===== src/rtl/fetch_pkg.sv =====
// Shared types and defaults for the fetch-stage PC controller.
package fetch_pkg;

  typedef enum logic [1:0] {
    BOOT    = 2'd0,
    RUN     = 2'd1,
    RECOVER = 2'd2
  } fetch_state_e;

  localparam logic [31:0] RESET_PC_DEF = 32'h0000_0000;

  // Instruction fetch is word-aligned; low two address bits are forced to zero.
  function automatic logic [31:0] align_pc(input logic [31:0] addr);
    return {addr[31:2], 2'b00};
  endfunction

endpackage


===== src/rtl/sat_counter.sv =====
// Up-counter that sticks at all-ones instead of wrapping.
module sat_counter #(
  parameter int W = 32
) (
  input  logic         clk_i,
  input  logic         rst_i,
  input  logic         en_i,
  output logic [W-1:0] cnt_o
);

  logic [W-1:0] cnt_q;
  logic [W-1:0] cnt_d;

  always_comb begin
    cnt_d = cnt_q;
    if (en_i && (cnt_q != {W{1'b1}})) begin
      cnt_d = cnt_q + {{(W-1){1'b0}}, 1'b1};
    end
  end

  always_ff @(posedge clk_i or posedge rst_i) begin
    if (rst_i) begin
      cnt_q <= '0;
    end else begin
      cnt_q <= cnt_d;
    end
  end

  assign cnt_o = cnt_q;

endmodule


===== src/rtl/fetch_pc_ctrl.sv =====
// Fetch PC register and redirect controller fed by the BTB: chooses sequential,
// predicted or corrected next PC, drives pipeline flushes and keeps statistics.
module fetch_pc_ctrl
  import fetch_pkg::*;
#(
  parameter logic [31:0] RESET_PC  = RESET_PC_DEF,
  parameter int          RECOVER_N = 2,
  parameter int          CNT_W     = 32
) (
  input  logic             clk_i,
  input  logic             rst_i,
  input  logic             stall_i,
  input  logic             branch_id_i,
  input  logic             hit_i,
  input  logic             mis_hit_i,
  input  logic [31:0]      predicted_pc_i,
  output logic [31:0]      pc_o,
  output logic [31:0]      pc_four_o,
  output logic             valid_o,
  output logic             flush_if_o,
  output logic             flush_id_o,
  output logic             flush_ex_o,
  output logic [CNT_W-1:0] branch_cnt_o,
  output logic [CNT_W-1:0] mispred_cnt_o
);

  localparam int              REC_W    = (RECOVER_N > 1) ? $clog2(RECOVER_N) : 1;
  localparam logic [REC_W-1:0] REC_LOAD = REC_W'(RECOVER_N - 1);

  fetch_state_e     state_q;
  logic [31:0]      pc_q;
  logic [31:0]      pc_d;
  logic [31:0]      pc_seq;
  logic [REC_W-1:0] rec_q;
  logic             valid_q;
  logic             mis_accept;
  logic             hit_accept;
  logic             branch_en;

  // A mispredict correction wins over a stall; a prediction waits for the stall to clear.
  assign mis_accept = (state_q == RUN) && mis_hit_i;
  assign hit_accept = (state_q == RUN) && hit_i && !stall_i && !mis_hit_i;
  assign branch_en  = (state_q == RUN) && branch_id_i && !stall_i && !mis_hit_i;
  assign pc_seq     = pc_q + 32'd4;

  always_comb begin
    // NOTE: every output of this block gets a default first so no path leaves it
    // unassigned, which would otherwise infer a latch.
    pc_d       = pc_q;
    flush_if_o = 1'b0;
    flush_id_o = 1'b0;
    flush_ex_o = 1'b0;
    if (mis_accept) begin
      pc_d       = align_pc(predicted_pc_i);
      flush_if_o = 1'b1;
      flush_id_o = 1'b1;
      flush_ex_o = 1'b1;
    end else if (hit_accept) begin
      pc_d       = align_pc(predicted_pc_i);
      flush_if_o = 1'b1;
    end else if ((state_q != BOOT) && !stall_i) begin
      pc_d = pc_seq;
    end
  end

  always_ff @(posedge clk_i or posedge rst_i) begin
    // NOTE: state is updated with non-blocking assignments so every register
    // samples pre-edge values regardless of statement order.
    if (rst_i) begin
      state_q <= BOOT;
      pc_q    <= align_pc(RESET_PC);
      rec_q   <= '0;
      valid_q <= 1'b0;
    end else begin
      pc_q <= pc_d;
      case (state_q)
        BOOT: begin
          state_q <= RUN;
          valid_q <= 1'b1;
        end
        RUN: begin
          if (mis_accept) begin
            state_q <= RECOVER;
            rec_q   <= REC_LOAD;
          end
        end
        RECOVER: begin
          if (rec_q == '0) begin
            state_q <= RUN;
          end else begin
            rec_q <= rec_q - 1'b1;
          end
        end
        default: begin
          state_q <= BOOT;
          valid_q <= 1'b0;
        end
      endcase
    end
  end

  sat_counter #(.W(CNT_W)) u_branch_cnt (
    .clk_i (clk_i),
    .rst_i (rst_i),
    .en_i  (branch_en),
    .cnt_o (branch_cnt_o)
  );

  sat_counter #(.W(CNT_W)) u_mispred_cnt (
    .clk_i (clk_i),
    .rst_i (rst_i),
    .en_i  (mis_accept),
    .cnt_o (mispred_cnt_o)
  );

  assign pc_o      = pc_q;
  assign pc_four_o = pc_seq;
  assign valid_o   = valid_q;

endmodule


===== config.mk =====
export PLATFORM = sky130hd
export DESIGN_NAME = fetch_pc_ctrl
export DESIGN_NICKNAME = d
export VERILOG_FILES = /design/src/rtl/fetch_pkg.sv /design/src/rtl/sat_counter.sv /design/src/rtl/fetch_pc_ctrl.sv
export SDC_FILE = /design/constraint.sdc
export NUM_CORES = 1
export LEC_CHECK = 0
export CORE_MARGIN = 2
export CORE_UTILIZATION = 31
export DETAILED_ROUTE_END_ITERATION = 8
export SYNTH_ARGS = -nofsm -noshare
export SYNTH_HDL_FRONTEND = slang
export SYNTH_SLANG_ARGS = --single-unit

===== constraint.sdc =====
create_clock -name clk_i -period 8.3 [get_ports clk_i]
set_input_delay 1.66 -clock clk_i [delete_from_list [all_inputs] [get_ports clk_i]]
set_output_delay 1.66 -clock clk_i [all_outputs]
set_load 0.02 [all_outputs]

==> flow_summary.yaml <==
run_status:
  status: "complete, no violations"
route:
  dr.pass1.iters: 4
  routed_wl_microns: 14600
  vias: 4764
  drt_iter0_markers: 204
  drc_errors: 0
  ant_nets: 0
  post_drt_wl_per_cell_microns: 15.0
  vias_per_cell: 4.90
synthesis:
  synthCells: 584
  synth_cell_types: 51
  synth-seq-area-share_pct: 43.9
  synth-compound-area-share_pct: 4.86
  syn_area_sq_um: 5590
  synth_xor_area_share_pct: 18.2
  async_flop_share_pct: 100
  ys_warn_count: 0
  synthMuxAreaShare_pct: 0.963
  synth_edf_count: 0
  synth_top_family_by_area: "simple AND/OR/NAND/NOR gates"
  synth_top_area_share_pct: 43.9
  synth_seq_cells: 98
  syn_area_per_cell_sq_um: 9.56
  synth_area_leaders: "dfrtp_1, xnor2_1, xor2_1, nand2_1, nand4_1"
  synthSimpleGateAreaFrac_pct: 26.0
  ys.flop_type: "dfrtp_1"
  synth_fa_ha_area_share_pct: 1.57
  synth_top_cell_by_area: "dfrtp_1"
clock_network:
  ctsResizeCount: 0
  cts_tree: "done"
  cts_buffers: 9
  clk_pin_slew_ns: 0.07
  cts_root_buf: "clkbuf_16"
  cts_max_level: 3
  clockBufferDepth: 2
  cts-hold-fix-buffers: 0
  numClockSinks: 98
  cts_setup_buffers: 0
  clkLatencyLatePin_ns: 0.35
timing:
  slew_headroom_pct: 51.8
  drv_slew: 0
  tns_ns: 0
  setup_viol: 0
  worst_slew_pin_slew_ns: 0.716
  max_freq_ghz: 0.186
  hold_violations: 0
  rsz0062_at_grt: "no"
  timing.final.crit_share_pct: 64.9
  finalClockSkew_ns: 0.00819
  period_minus_slack_ns: 5.38
die:
  die_h_microns: 138
  dieArea_sq_um: 19100
  core_area_sq_um: 17800
  dieWidth_microns: 138
  num_rows: 49
  ioPinCount: 170
  floorplan.initialDensity_pct: 31.3
global_routing:
  antenna_found_initial: 0
  grt_pass1_wl_microns: 23900
  grt_pass1_vias: 4471
  grt_max_degree: 60
  grt_overflow_total: 0
  globalRouteTotalUtil_pct: 15.3
worst_setup_path:
  cp_slowest_cell: "clkdlybuf4s50_1"
  worst_setup_path_start_kind: "input port"
  worst-path-buf-inv: 4
  critical_path.most_common_cell: "clkdlybuf4s50_1"
  slowest_delay_ns: 0.71
  path_max_fanout: 59
  crit_type: "input port to output port"
  reg2reg_slack_ns: 5.90
  critPathRequiredTime_ns: 6.64
  crit_chain: "clkdlybuf4s50_1 -> nor2b_1 -> o21ai_0 -> clkinv_1 -> buf_4 -> clkdlybuf4s50_1"
  cp.arrival_ns: 3.72
  end_kind: "output port"
  crit_family: "buffers and inverters"
final_layout:
  fill_cells: 1755
  n_antenna_cell: 0
  final_cell_area_sq_um: 7690
  mostFrequentLayoutCells: "clkdlybuf4s50_1, dfrtp_1, nand2_1"
  nets: 783
  final_layout_size_suffix_gt1_share_pct: 6.59
  final_common_cell: "clkdlybuf4s50_1"
  syn_to_final_growth_pct: 37.7
power:
  power_leakage_nw: 3.10
  ir_worst_vdd_mv: 0.191
  power_density_nw_per_um2: 284
  power.total_mw: 2.18
placement:
  placed_area_sq_um: 7380
  gp_congestion: 0.843
  hpwl_microns: 10500
  portBuffers: 163
min_path:
  min_path_type: "flip-flop to flip-flop"
job:
  maxCapViolations: 0
==> routing by layer <==
layer / up-vias / share of wire (%) / track usage, %
li1: 2328 / - / -
met1: 2267 / 48 / 22.3
met2: 148 / 45 / 22.6
met3: 21 / 5.3 / 3.46
met4: 0 / 1.9 / 5.16
met5: - / 0 / 0
==> final cells by class <==
type	instances	area, sq um	share of cell area (%)
clock buffer	12	256	3.34
clock inverter	4	48.8	0.635
inverter	19	73.8	0.960
multi-input combinational	441	2900	37.7
sequential	98	2450	31.9
tap	229	287	3.73
timing repair buffer	169	1680	21.8
==> synthesized netlist by cell type (2+ instances only) <==
| master | instances |
|---|---|
| buf_4 | 7 |
| xor2_1 | 55 |
| nand4_1 | 38 |
| or3_1 | 2 |
| nor2_1 | 30 |
| nor2b_1 | 2 |
| mux2_2 | 3 |
| clkbuf_1 | 10 |
| o21ai_2 | 2 |
| nor4_2 | 5 |
| buf_2 | 6 |
| o211ai_1 | 3 |
| or2_2 | 4 |
| nand2_1 | 75 |
| nand3_1 | 34 |
| nor2_2 | 3 |
| o21ai_1 | 7 |
| mux2i_1 | 2 |
| dfrtp_1 | 98 |
| or4_1 | 3 |
| nor4_1 | 14 |
| a31oi_1 | 4 |
| and2_1 | 7 |
| and3_1 | 14 |
| o21ai_0 | 24 |
| inv_1 | 19 |
| xnor2_1 | 61 |
| a21oi_1 | 2 |
| ha_1 | 7 |
| buf_6 | 4 |
| and4_1 | 5 |
| nor3_1 | 15 |
==> final timing paths <==
kind / from / to / depth (start not counted)
max: hit_i / flush_if_o / 6
min: u_branch_cnt.cnt_o[18] / u_branch_cnt.cnt_o[18] / 1
max reg2reg: pc_o[2] / pc_o[24] / 6
min reg2reg: u_branch_cnt.cnt_o[18] / u_branch_cnt.cnt_o[18] / 1
max in group asynchronous: rst_i / pc_o[2] / 3
min in group asynchronous: rst_i / u_mispred_cnt.cnt_o[11] / 2
==> flip-flops by register name, summed over array words and instances, names as in the netlist <==
name	cells
u_branch_cnt.cnt_o	32
u_mispred_cnt.cnt_o	32
pc_o	30
state_q	2
rec_q	1
valid_o	1
==> through the flow <==
step | util, % | hold WS (ns) | setup WS, ns | cells
5_1_grt | 43.1 | 0.525 | 2.81 | 972
3_3_place_gp | 41.4 | 0.481 | 2.89 | 956
6_report | 43.1 | 0.492 | 2.92 | 972
2_1_floorplan | - | 0.516 | 4.08 | 587
3_5_place_dp | 41.4 | 0.482 | 2.89 | 956
4_1_cts | 43.1 | 0.494 | 2.89 | 972
==> kinds of logic (layout without fill, tap and decap cells) <==
logic type,after synthesis,after routing
simple gates,263,263
xor+xnor,116,116
flops,98,98
buf+inv,48,204
compound gates,46,46
fa+ha+maj,7,7
mux,5,5
other cells,1,4
==> power breakdown <==
part           leakage [nW]  total (mW)  internal, mW  switching (mW)
clock                 0.153       0.438         0.251           0.187
sequential             1.27       0.759         0.579           0.179
combinational          1.69       0.987         0.471           0.516
total                  3.10        2.18          1.30           0.882
(Power assumes the default switching activity.)
